File: src/rtl/julia_pkg.sv
// Shared types and constants for the Julia render controller:
// Q4.12 coordinate type, FSM states and the c-parameter preset table.
package julia_pkg;

  localparam int unsigned COORD_W_DEF = 16;
  localparam int unsigned ADDR_W      = 16;

  typedef logic signed [15:0] q4_12_t;

  localparam q4_12_t STEP0_DEF = 16'sh0033;

  typedef enum logic [1:0] {
    ST_IDLE  = 2'd0,
    ST_INIT  = 2'd1,
    ST_ISSUE = 2'd2,
    ST_DRAIN = 2'd3
  } state_t;

  typedef struct packed {
    q4_12_t re;
    q4_12_t im;
  } cplx_t;

  // Presets rounded to nearest Q4.12 value.
  function automatic cplx_t c_table(input logic [1:0] idx);
    cplx_t c;
    case (idx)
      2'd0:    begin c.re = 16'shF333; c.im = 16'sh027F; end // (-0.8,     0.156)
      2'd1:    begin c.re = 16'sh048F; c.im = 16'sh0029; end // ( 0.285,   0.01)
      2'd2:    begin c.re = 16'shF99A; c.im = 16'sh099A; end // (-0.4,     0.6)
      default: begin c.re = 16'shF4C6; c.im = 16'shF9DA; end // (-0.70176,-0.3842)
    endcase
    return c;
  endfunction

endpackage

File: src/rtl/julia_render_ctrl_btn_debounce.sv
// Single-button debouncer: two-flop synchroniser, then the clean level follows
// the synchronised input once it has stayed different for DEB_CYC cycles.
module btn_debounce #(
  parameter int unsigned DEB_CYC = 1000000
) (
  input  logic clk,
  input  logic rst,
  input  logic i_btn,
  output logic o_level
);

  localparam int unsigned     CW       = (DEB_CYC > 1) ? $clog2(DEB_CYC) : 1;
  localparam logic [CW-1:0]   CNT_LAST = CW'(DEB_CYC - 1);

  logic [1:0]    sync_q;
  logic [CW-1:0] cnt_q, cnt_d;
  logic          level_q, level_d;

  always_comb begin
    cnt_d   = cnt_q;
    level_d = level_q;
    if (sync_q[1] == level_q) begin
      cnt_d = '0;
    end else if (cnt_q == CNT_LAST) begin
      level_d = sync_q[1];
      cnt_d   = '0;
    end else begin
      cnt_d = cnt_q + CW'(1);
    end
  end

  always_ff @(posedge clk or negedge rst) begin
    if (!rst) begin
      sync_q  <= '0;
      cnt_q   <= '0;
      level_q <= 1'b0;
    end else begin
      sync_q  <= {sync_q[0], i_btn};
      cnt_q   <= cnt_d;
      level_q <= level_d;
    end
  end

  assign o_level = level_q;

endmodule

File: src/rtl/julia_render_ctrl.sv
// Julia render sequencer: buttons -> pending view parameters; on a v_sync rising
// edge with pending changes, commits them and issues one job per buffer pixel.
module julia_render_ctrl
  import julia_pkg::*;
#(
  parameter int unsigned         FB_W     = 320,
  parameter int unsigned         FB_H     = 180,
  parameter int unsigned         COORD_W  = COORD_W_DEF,
  parameter logic [COORD_W-1:0]  STEP0    = COORD_W'(STEP0_DEF),
  parameter int unsigned         ZOOM_MAX = 7,
  parameter int unsigned         DEB_CYC  = 1000000
) (
  input  logic               clk,
  input  logic               rst,
  input  logic [2:0]         i_btn,
  input  logic               i_v_sync,
  output logic               o_job_valid,
  input  logic               i_job_ready,
  output logic [COORD_W-1:0] o_job_re,
  output logic [COORD_W-1:0] o_job_im,
  output logic [ADDR_W-1:0]  o_job_addr,
  input  logic               i_engine_idle,
  output logic [COORD_W-1:0] o_c_re,
  output logic [COORD_W-1:0] o_c_im,
  output logic [2:0]         o_zoom,
  output logic               o_busy,
  output logic               o_frame_done
);

  localparam int unsigned          XW     = (FB_W > 1) ? $clog2(FB_W) : 1;
  localparam int unsigned          YW     = (FB_H > 1) ? $clog2(FB_H) : 1;
  localparam logic [XW-1:0]        X_LAST = XW'(FB_W - 1);
  localparam logic [YW-1:0]        Y_LAST = YW'(FB_H - 1);
  localparam logic [2:0]           ZMAX   = 3'(ZOOM_MAX);
  localparam logic [COORD_W-1:0]   HALF_W = COORD_W'(FB_W / 2);
  localparam logic [COORD_W-1:0]   HALF_H = COORD_W'(FB_H / 2);

  logic [2:0] btn_lvl;

  for (genvar g = 0; g < 3; g++) begin : g_deb
    btn_debounce #(.DEB_CYC(DEB_CYC)) u_deb (
      .clk     (clk),
      .rst     (rst),
      .i_btn   (i_btn[g]),
      .o_level (btn_lvl[g])
    );
  end

  state_t               state_q, state_d;
  logic [2:0]           btn_prev_q;
  logic                 vs_prev_q;
  logic [1:0]           pend_preset_q, pend_preset_d;
  logic [2:0]           pend_zoom_q, pend_zoom_d;
  logic                 dirty_q, dirty_d;
  logic [COORD_W-1:0]   c_re_q, c_re_d, c_im_q, c_im_d;
  logic [2:0]           zoom_q, zoom_d;
  logic [COORD_W-1:0]   step_q, step_d, re0_q, re0_d;
  logic [COORD_W-1:0]   re_q, re_d, im_q, im_d;
  logic [XW-1:0]        x_q, x_d;
  logic [YW-1:0]        y_q, y_d;
  logic [ADDR_W-1:0]    addr_q, addr_d;
  logic                 valid_q, valid_d, busy_q, busy_d, done_q, done_d;

  logic [2:0]           btn_ev;
  logic                 vs_edge, accept;
  logic [COORD_W-1:0]   step_init;
  cplx_t                c_sel;

  always_comb begin
    btn_ev    = btn_lvl & ~btn_prev_q;
    vs_edge   = i_v_sync & ~vs_prev_q;
    accept    = valid_q & i_job_ready;
    step_init = STEP0 >> pend_zoom_q;
    c_sel     = c_table(pend_preset_q);

    state_d       = state_q;
    pend_preset_d = pend_preset_q;
    pend_zoom_d   = pend_zoom_q;
    dirty_d       = dirty_q;
    c_re_d        = c_re_q;
    c_im_d        = c_im_q;
    zoom_d        = zoom_q;
    step_d        = step_q;
    re0_d         = re0_q;
    re_d          = re_q;
    im_d          = im_q;
    x_d           = x_q;
    y_d           = y_q;
    addr_d        = addr_q;
    valid_d       = valid_q;
    busy_d        = busy_q;
    done_d        = 1'b0;

    if (btn_ev[0]) pend_preset_d = pend_preset_q + 2'd1;
    // Simultaneous zoom-in and zoom-out cancel out.
    if (btn_ev[1] && !btn_ev[2] && pend_zoom_q != ZMAX) pend_zoom_d = pend_zoom_q + 3'd1;
    if (btn_ev[2] && !btn_ev[1] && pend_zoom_q != 3'd0) pend_zoom_d = pend_zoom_q - 3'd1;

    case (state_q)
      ST_IDLE: begin
        if (vs_edge && dirty_q) state_d = ST_INIT;
      end
      ST_INIT: begin
        c_re_d  = COORD_W'(c_sel.re);
        c_im_d  = COORD_W'(c_sel.im);
        zoom_d  = pend_zoom_q;
        step_d  = step_init;
        re0_d   = '0 - COORD_W'(step_init * HALF_W);
        re_d    = '0 - COORD_W'(step_init * HALF_W);
        im_d    = COORD_W'(step_init * HALF_H);
        x_d     = '0;
        y_d     = '0;
        addr_d  = '0;
        dirty_d = 1'b0;
        busy_d  = 1'b1;
        valid_d = 1'b1;
        state_d = ST_ISSUE;
      end
      ST_ISSUE: begin
        if (accept) begin
          addr_d = addr_q + ADDR_W'(1);
          if (x_q == X_LAST) begin
            x_d  = '0;
            re_d = re0_q;
            if (y_q == Y_LAST) begin
              valid_d = 1'b0;
              state_d = ST_DRAIN;
            end else begin
              y_d  = y_q + YW'(1);
              im_d = im_q - step_q;
            end
          end else begin
            x_d  = x_q + XW'(1);
            re_d = re_q + step_q;
          end
        end
      end
      ST_DRAIN: begin
        if (i_engine_idle) begin
          done_d  = 1'b1;
          busy_d  = 1'b0;
          state_d = ST_IDLE;
        end
      end
      default: state_d = ST_IDLE;
    endcase

    // A press during INIT still counts as a change for the next frame.
    if (|btn_ev) dirty_d = 1'b1;
  end

  always_ff @(posedge clk or negedge rst) begin
    if (!rst) begin
      state_q       <= ST_IDLE;
      btn_prev_q    <= '0;
      vs_prev_q     <= 1'b0;
      pend_preset_q <= '0;
      pend_zoom_q   <= '0;
      dirty_q       <= 1'b1;
      c_re_q        <= '0;
      c_im_q        <= '0;
      zoom_q        <= '0;
      step_q        <= '0;
      re0_q         <= '0;
      re_q          <= '0;
      im_q          <= '0;
      x_q           <= '0;
      y_q           <= '0;
      addr_q        <= '0;
      valid_q       <= 1'b0;
      busy_q        <= 1'b0;
      done_q        <= 1'b0;
    end else begin
      state_q       <= state_d;
      btn_prev_q    <= btn_lvl;
      vs_prev_q     <= i_v_sync;
      pend_preset_q <= pend_preset_d;
      pend_zoom_q   <= pend_zoom_d;
      dirty_q       <= dirty_d;
      c_re_q        <= c_re_d;
      c_im_q        <= c_im_d;
      zoom_q        <= zoom_d;
      step_q        <= step_d;
      re0_q         <= re0_d;
      re_q          <= re_d;
      im_q          <= im_d;
      x_q           <= x_d;
      y_q           <= y_d;
      addr_q        <= addr_d;
      valid_q       <= valid_d;
      busy_q        <= busy_d;
      done_q        <= done_d;
    end
  end

  assign o_job_valid  = valid_q;
  assign o_job_re     = re_q;
  assign o_job_im     = im_q;
  assign o_job_addr   = addr_q;
  assign o_c_re       = c_re_q;
  assign o_c_im       = c_im_q;
  assign o_zoom       = zoom_q;
  assign o_busy       = busy_q;
  assign o_frame_done = done_q;

endmodule
File: config.mk
export PLATFORM = sky130hd
export DESIGN_NAME = julia_render_ctrl
export DESIGN_NICKNAME = d
export VERILOG_FILES = /design/src/rtl/julia_pkg.sv /design/src/rtl/julia_render_ctrl_btn_debounce.sv /design/src/rtl/julia_render_ctrl.sv
export SDC_FILE = /design/constraint.sdc
export NUM_CORES = 1
export LEC_CHECK = 0
export CORE_ASPECT_RATIO = 0.6
export CORE_MARGIN = 1.5
export CORE_UTILIZATION = 53
export DETAILED_ROUTE_END_ITERATION = 7
export GPL_TIMING_DRIVEN = 0
export PLACE_DENSITY = 0.76
export SLEW_MARGIN = 20
export SYNTH_ARGS = -nofsm -noshare
export SYNTH_HDL_FRONTEND = slang
export SYNTH_HIERARCHICAL = 1
export SYNTH_SLANG_ARGS = --single-unit
export TNS_END_PERCENT = 30
File: constraint.sdc
create_clock -name clk -period 4.1 [get_ports clk]
set_input_delay 0.82 -clock clk [delete_from_list [all_inputs] [get_ports clk]]
set_output_delay 0.82 -clock clk [all_outputs]
set_load 0.02 [all_outputs]
**Yosys cells after proc, flatten, opt, wreduce, memory -nomap -nowiden**

Index checks and enable logic that the tools add are counted.
Widths: inputs -> output; s select.

- Add/sub/neg operators: 12
- Multiply operators: 2
- Eq/ne operators: 20
- Shifts and indexed selects: 1
- Mux-type cells: 41
- Bitwise gates (word level): 8
- Reduce and logical (&&, ||, !) cells: 23

Operator list:

| cell | number |
|---|---|
| $mux 20 | 6 |
| $mux 16 | 6 |
| $pmux 16 s2 | 3 |
| $pmux 32 s3 | 1 |
| $add 20x1->20 const B | 3 |
| $eq 20x20->1 const B | 3 |
| $mux 8 | 3 |
| $mux 9 | 2 |
| $pmux 9 s2 | 1 |
| $add 16x1->16 const B | 1 |
| $add 16x16->16 | 1 |
| $mul 16x3->11 const B | 1 |
| $mul 16x6->15 const B | 1 |
| $pmux 8 s2 | 1 |
| $shr 6x3->16 const A | 1 |
| $sub 1x16->16 const A | 1 |
| $sub 16x16->16 | 1 |
| $ne 2x2->1 const B | 6 |
| $mux 2 | 5 |
| $reduce_and 2->1 | 5 |
| $add 9x1->9 const B | 1 |
| $eq 9x9->1 const B | 1 |
| $add 8x1->8 const B | 1 |
| $eq 8x8->1 const B | 1 |
| other kinds (23) | 51 |

- Flip-flop bits (word level): 216
- Bits of input ports: 8
- Output and inout port bits: 86
- Word-level logic and storage cells: 135

**Longest topological paths before layout**

Gate-level depths: netlist of run 1.

- Depth after elaboration: 7
- Mapped depth: 18
- Mapped depth without buffers: 17

**Modules after synthesis**

The synthesis of run 1 kept the hierarchy.

Modules (own cells, without submodules):

| module | times used | cells each | area each (µm²) | sequential area each (µm²) |
|---|---|---|---|---|
| julia_render_ctrl | 1 | 730 | 6936.7 | 2778.9 |
| btn_debounce | 3 | 108 | 1114.8 | 575.6 |

**Least setup slack after synthesis of run 1**

No wires, ideal clock.

- Kind: register -> register
- From: register pend_zoom_q[1]
- To: register im_q[12], in the netlist o_job_im[12]
- Setup time: 126 ps
- Arrival: 3759 ps
- Required time: 3974 ps
- Path slack: 215 ps
- Cell stages (with the launch flop): 18
- Buffers on the path: 1
- Clock period less this slack: 3885 ps
- Cell sequence: dfrtp_1 > clkbuf_2 > inv_1 > ha_1 > nor2b_1 > nand2b_1 > inv_1 > ha_1 > ha_1 > ha_1 > a21o_1 > ha_1 > a21o_1 > a21o_1 > a2111oi_0 > or3_1 > a21oi_1 > a221o_1

- Word-level cells in the longest chain between the ends: 3

Ends and longest elaborated chain:

| what | RTL line | text |
|---|---|---|
| from (decl) | julia_render_ctrl.sv:53 | `logic [2:0] pend_zoom_q, pend_zoom_d;` |
| from (signal assigned) | julia_render_ctrl.sv:178 | `pend_zoom_q <= pend_zoom_d;` |
| $shr 6x3->16 | julia_render_ctrl.sv:73 | `step_init = STEP0 >> pend_zoom_q;` |
| via step_init[0] | julia_render_ctrl.sv:66 | `logic [COORD_W-1:0] step_init;` |
| $mul 16x6->15 | julia_render_ctrl.sv:110 | `im_d = COORD_W'(step_init * HALF_H);` |
| $pmux 16 s2 | julia_render_ctrl.sv:99 | `case (state_q)` |
| to (signal assigned) | julia_render_ctrl.sv:186 | `im_q <= im_d;` |
| to (decl) | julia_render_ctrl.sv:58 | `logic [COORD_W-1:0] re_q, re_d, im_q, im_d;` |

The timed path passes the listed nets, and every way through them passes these cells.
A chain may end at the register's enable or synchronous reset.

**Final worst setup path of run 1**

Same ends and word-level chain as after synthesis.

==> flow_summary.yaml, run 1 <==
layout:
  fin_util: 0.646
  final_common_cell: "dfrtp_1"
  layout.cells.non_filler: 1433
  design_area_mm2: 0.0123
  fillers: 1537
  antenna_cells: 0
  drive_above_1_share: 0.101
  area_delta_synth_final_pct: 19.7
  layout_common_cells: "dfrtp_1, nor2_1, clkdlybuf4s50_1"
  nets: 1247
clock_network:
  cts_root_buf: "clkbuf_16"
  cts_buffers: 17
  cts_tree: "built"
  htreeDepth: 4
  clk_pin_slew_ns: 0.07
  clk_latency_ns: 0.45
  hold_buffers: 0
  cts_buffer_depth: 2
  cts_sinks: 180
yosys:
  ys_top_cells_by_area: "dfrtp_1, ha_1, xnor2_1"
  yosysTopAreaCellShare: 0.436
  synthXorXnorAreaFrac: 0.0843
  synth-simple-area-share: 0.208
  synth_seq_cells: 180
  synth_fa_ha_area_frac: 0.0837
  yosys-mux-area-fraction: 0.0354
  synth_top_family_by_area: "simple AND/OR/NAND/NOR gates"
  synth_ff_type: "dfrtp_1"
  yosysUniqueCellTypes: 70
  synth_compound_area_frac: 0.105
  async_reset_ff_frac: 1.00
  ys_warn_count: 6
  yosys.area.top_type: "dfrtp_1"
  ys_seq_area_frac: 0.438
  synth_edf_count: 0
  netlist_instances: 1054
  syn-cell-area_mm2: 0.0103
  avgSynthCellArea_um2: 9.75
power:
  p_leak_nw: 5.28
  p_per_area_mw_per_mm2: 368
  vdd_ir_drop_max_uv: 273
  total_power_mw: 4.52
timing:
  finalMaxSlewViolations: 0
  final-hold-violation-count: 0
  fmaxAchievable_mhz: 252
  skew_ns: 0.00954
  setup_viol_count_final: 0
  layout_worst_path_cycle_share: 0.969
  max_slew.worst_pin.slew_ns: 0.834
  max_slew_margin: 0.444
  rsz0062_at_grt: "no"
  setup_tns_ns: 0
  fin_crit_ns: 3.97
worst_setup_path:
  critPathBufInv: 3
  worstSetupStartpointType: "register"
  crit_slowest_cell: "dfrtp_1"
  crit_top_cell: "ha_1"
  slowest_delay_ns: 0.41
  cp_top_family: "compound AO/OA/AOI/OAI gates"
  cp-end-kind: "register"
  path_cells: "buf_6, inv_4, ha_4, nor2b_4, nand2b_4, inv_2, ha_1, ha_1, ha_1, a21o_1, ha_1, a21o_1, a21o_1, a2111oi_4, or3_1, a21oi_1, a221o_1"
  worstPathArrival_ns: 4.30
  cp.required_ns: 4.42
  critPathKind: "reg2reg"
  critPathMaxFanout: 6
floorplanning:
  std_cell_rows: 39
  die_w_um: 183
  design.core.area_mm2: 0.0190
  io_pins: 94
  die_height_um: 111
  start_util: 0.540
  die_area_mm2: 0.0203
detailed_routing:
  drc: 0
  ant_nets: 0
  drt_iter0_drc: 676
  routed_via_density: 5.85
  firstDrtPassIters: 5
  routed_wl_um: 25500
  wl_per_cell_um: 17.8
  dr_total_vias: 8381
placement:
  gp_congestion: 0.929
  post-place-cells: 1396
  placed_area_mm2: 0.0116
  numPortBuffers: 92
  dp.final_hpwl_um: 18200
grt:
  grt_max_degree: 84
  gr-total-overflow: 0
  grtUsageTotal: 0.260
  grt_antenna_before_repair: 0
  grt_pass1_vias: 7837
  grt_pass1_wl_um: 41300
status:
  status: "finished clean"
run:
  max-cap-violations: 0
min_path:
  min_path_type: "in2async"
## power by group
group          leakage, nW  internal (mW)  switching (mW)
sequential            2.30           1.89           0.147
combinational         2.69          0.342           0.405
clock                0.286           1.02           0.722
total                 5.28           3.25            1.27
## logic make-up (layout without fill, tap and decap cells)
| logic type | Yosys count | count (layout) |
|---|---|---|
| compound gates | 171 | 171 |
| xor+xnor | 99 | 99 |
| fa+ha+maj | 64 | 64 |
| buf+inv | 98 | 229 |
| flops | 180 | 180 |
| mux | 34 | 34 |
| other cells | 2 | 4 |
| simple gates | 406 | 406 |
## through the flow
step           worst slack, ns  hold slack, ns
2_1_floorplan            0.215           0.331
3_3_place_gp             -5.30           0.339
3_5_place_dp            -0.507           0.345
4_1_cts                0.00864           0.210
5_1_grt                0.00427           0.216
6_report                 0.126           0.211
## per-layer routing
layer,up-vias,part of all wire,GRT usage
met2,336,0.40,0.346
met1,4086,0.49,0.405
li1,3932,-,-
met4,0,0.015,0.0798
met5,-,0,0
met3,27,0.091,0.0696
## final timing paths
| path | from | to | slack [ns] | cells after the start |
|---|---|---|---|---|
| setup / recovery | pend_zoom_q[1]$_DFFE_PN0P_ | o_job_im[12]$_DFFE_PN0P_ | 0.13 | 17 |
| hold / removal | rst | g_deb[0].u_deb/cnt_q[11]$_DFF_PN0_ | 0.21 | 1 |
| setup reg to reg | pend_zoom_q[1]$_DFFE_PN0P_ | o_job_im[12]$_DFFE_PN0P_ | 0.13 | 17 |
| hold reg to reg | g_deb[1].u_deb/sync_q[0]$_DFF_PN0_ | g_deb[1].u_deb/sync_q[1]$_DFF_PN0_ | 0.35 | 0 |
| max in group asynchronous | rst | o_job_addr[4]$_DFFE_PN0P_ | 3.18 | 2 |
| min in group clk | g_deb[1].u_deb/sync_q[0]$_DFF_PN0_ | g_deb[1].u_deb/sync_q[1]$_DFF_PN0_ | 0.35 | 0 |
## what timing repair did
item	4_1_cts	5_1_grt
gates resized for setup	12	6
endpoints found under the hold margin	0	0
endpoints found under the setup margin	5	4
pin swaps	0	1
cloned	0	0
setup buffers	0	6
## cell type report
type	count	area [um2]	area share
Buffer	47	275	0.0224
Clock buffer	19	433	0.0352
Multi-Input combinational cell	778	5380	0.437
Tap cell	246	308	0.0250
Inverter	51	194	0.0158
Timing Repair Buffer	100	1030	0.0834
Sequential cell	180	4510	0.366
Clock inverter	12	181	0.0147
## flip-flops by register name, summed over array words and instances (netlist names)
name                 count
pend_zoom_q              3
dirty_q                  1
o_job_addr              16
o_frame_done             1
o_c_im                   2
o_busy                   1
state_q                  2
y_q                      8
g_deb.u_deb/cnt_q       60
pend_preset_q            2
o_job_re                16
g_deb.u_deb/sync_q       6
o_c_re                  10
btn_prev_q               3
o_job_valid              1
g_deb.u_deb/o_level      3
vs_prev_q                1
o_zoom                   3
re0_q                   10
o_job_im                16
step_q                   6
x_q                      9
## Yosys cell counts (4+ instances only)
library cell / number
a22o_1: 5
buf_4: 21
and3_1: 8
nand3_1: 36
nor2_1: 120
mux2i_1: 15
nor4b_1: 9
or4_1: 6
and2_1: 7
nor4_1: 16
and4_1: 7
mux2_2: 19
o21ai_0: 50
a211o_1: 5
a21o_1: 13
or3_1: 20
xnor2_1: 56
inv_1: 50
a22oi_1: 4
nor3_1: 30
nand3b_1: 4
nand2b_1: 7
dfrtp_1: 179
or2_2: 5
clkbuf_1: 13
a31oi_1: 7
buf_1: 4
nand4_1: 22
buf_2: 8
ha_1: 56
a21oi_1: 49
nor2b_1: 11
nand2_1: 78
fa_1: 8
xor2_1: 43
## worst reg2reg max path, stage by stage, from the launching register on
cell       delay, ns
dfrtp_1         0.41
buf_6           0.15
inv_4           0.06
ha_4            0.26
nor2b_4         0.19
nand2b_4        0.16
inv_2           0.08
ha_1            0.35
ha_1            0.21
ha_1            0.30
a21o_1          0.23
ha_1            0.19
a21o_1          0.15
a21o_1          0.21
a2111oi_4       0.38
or3_1           0.16
a21oi_1         0.07
a221o_1         0.30
Note: power is estimated with default switching activity, not from simulation.
==> inputs of run 2 (changes only) <==
- CTS_CLUSTER_DIAMETER: default -> 120
==> results of run 2 <==
Same layout as run 1: the final DEF is identical, and so are final timing and power.
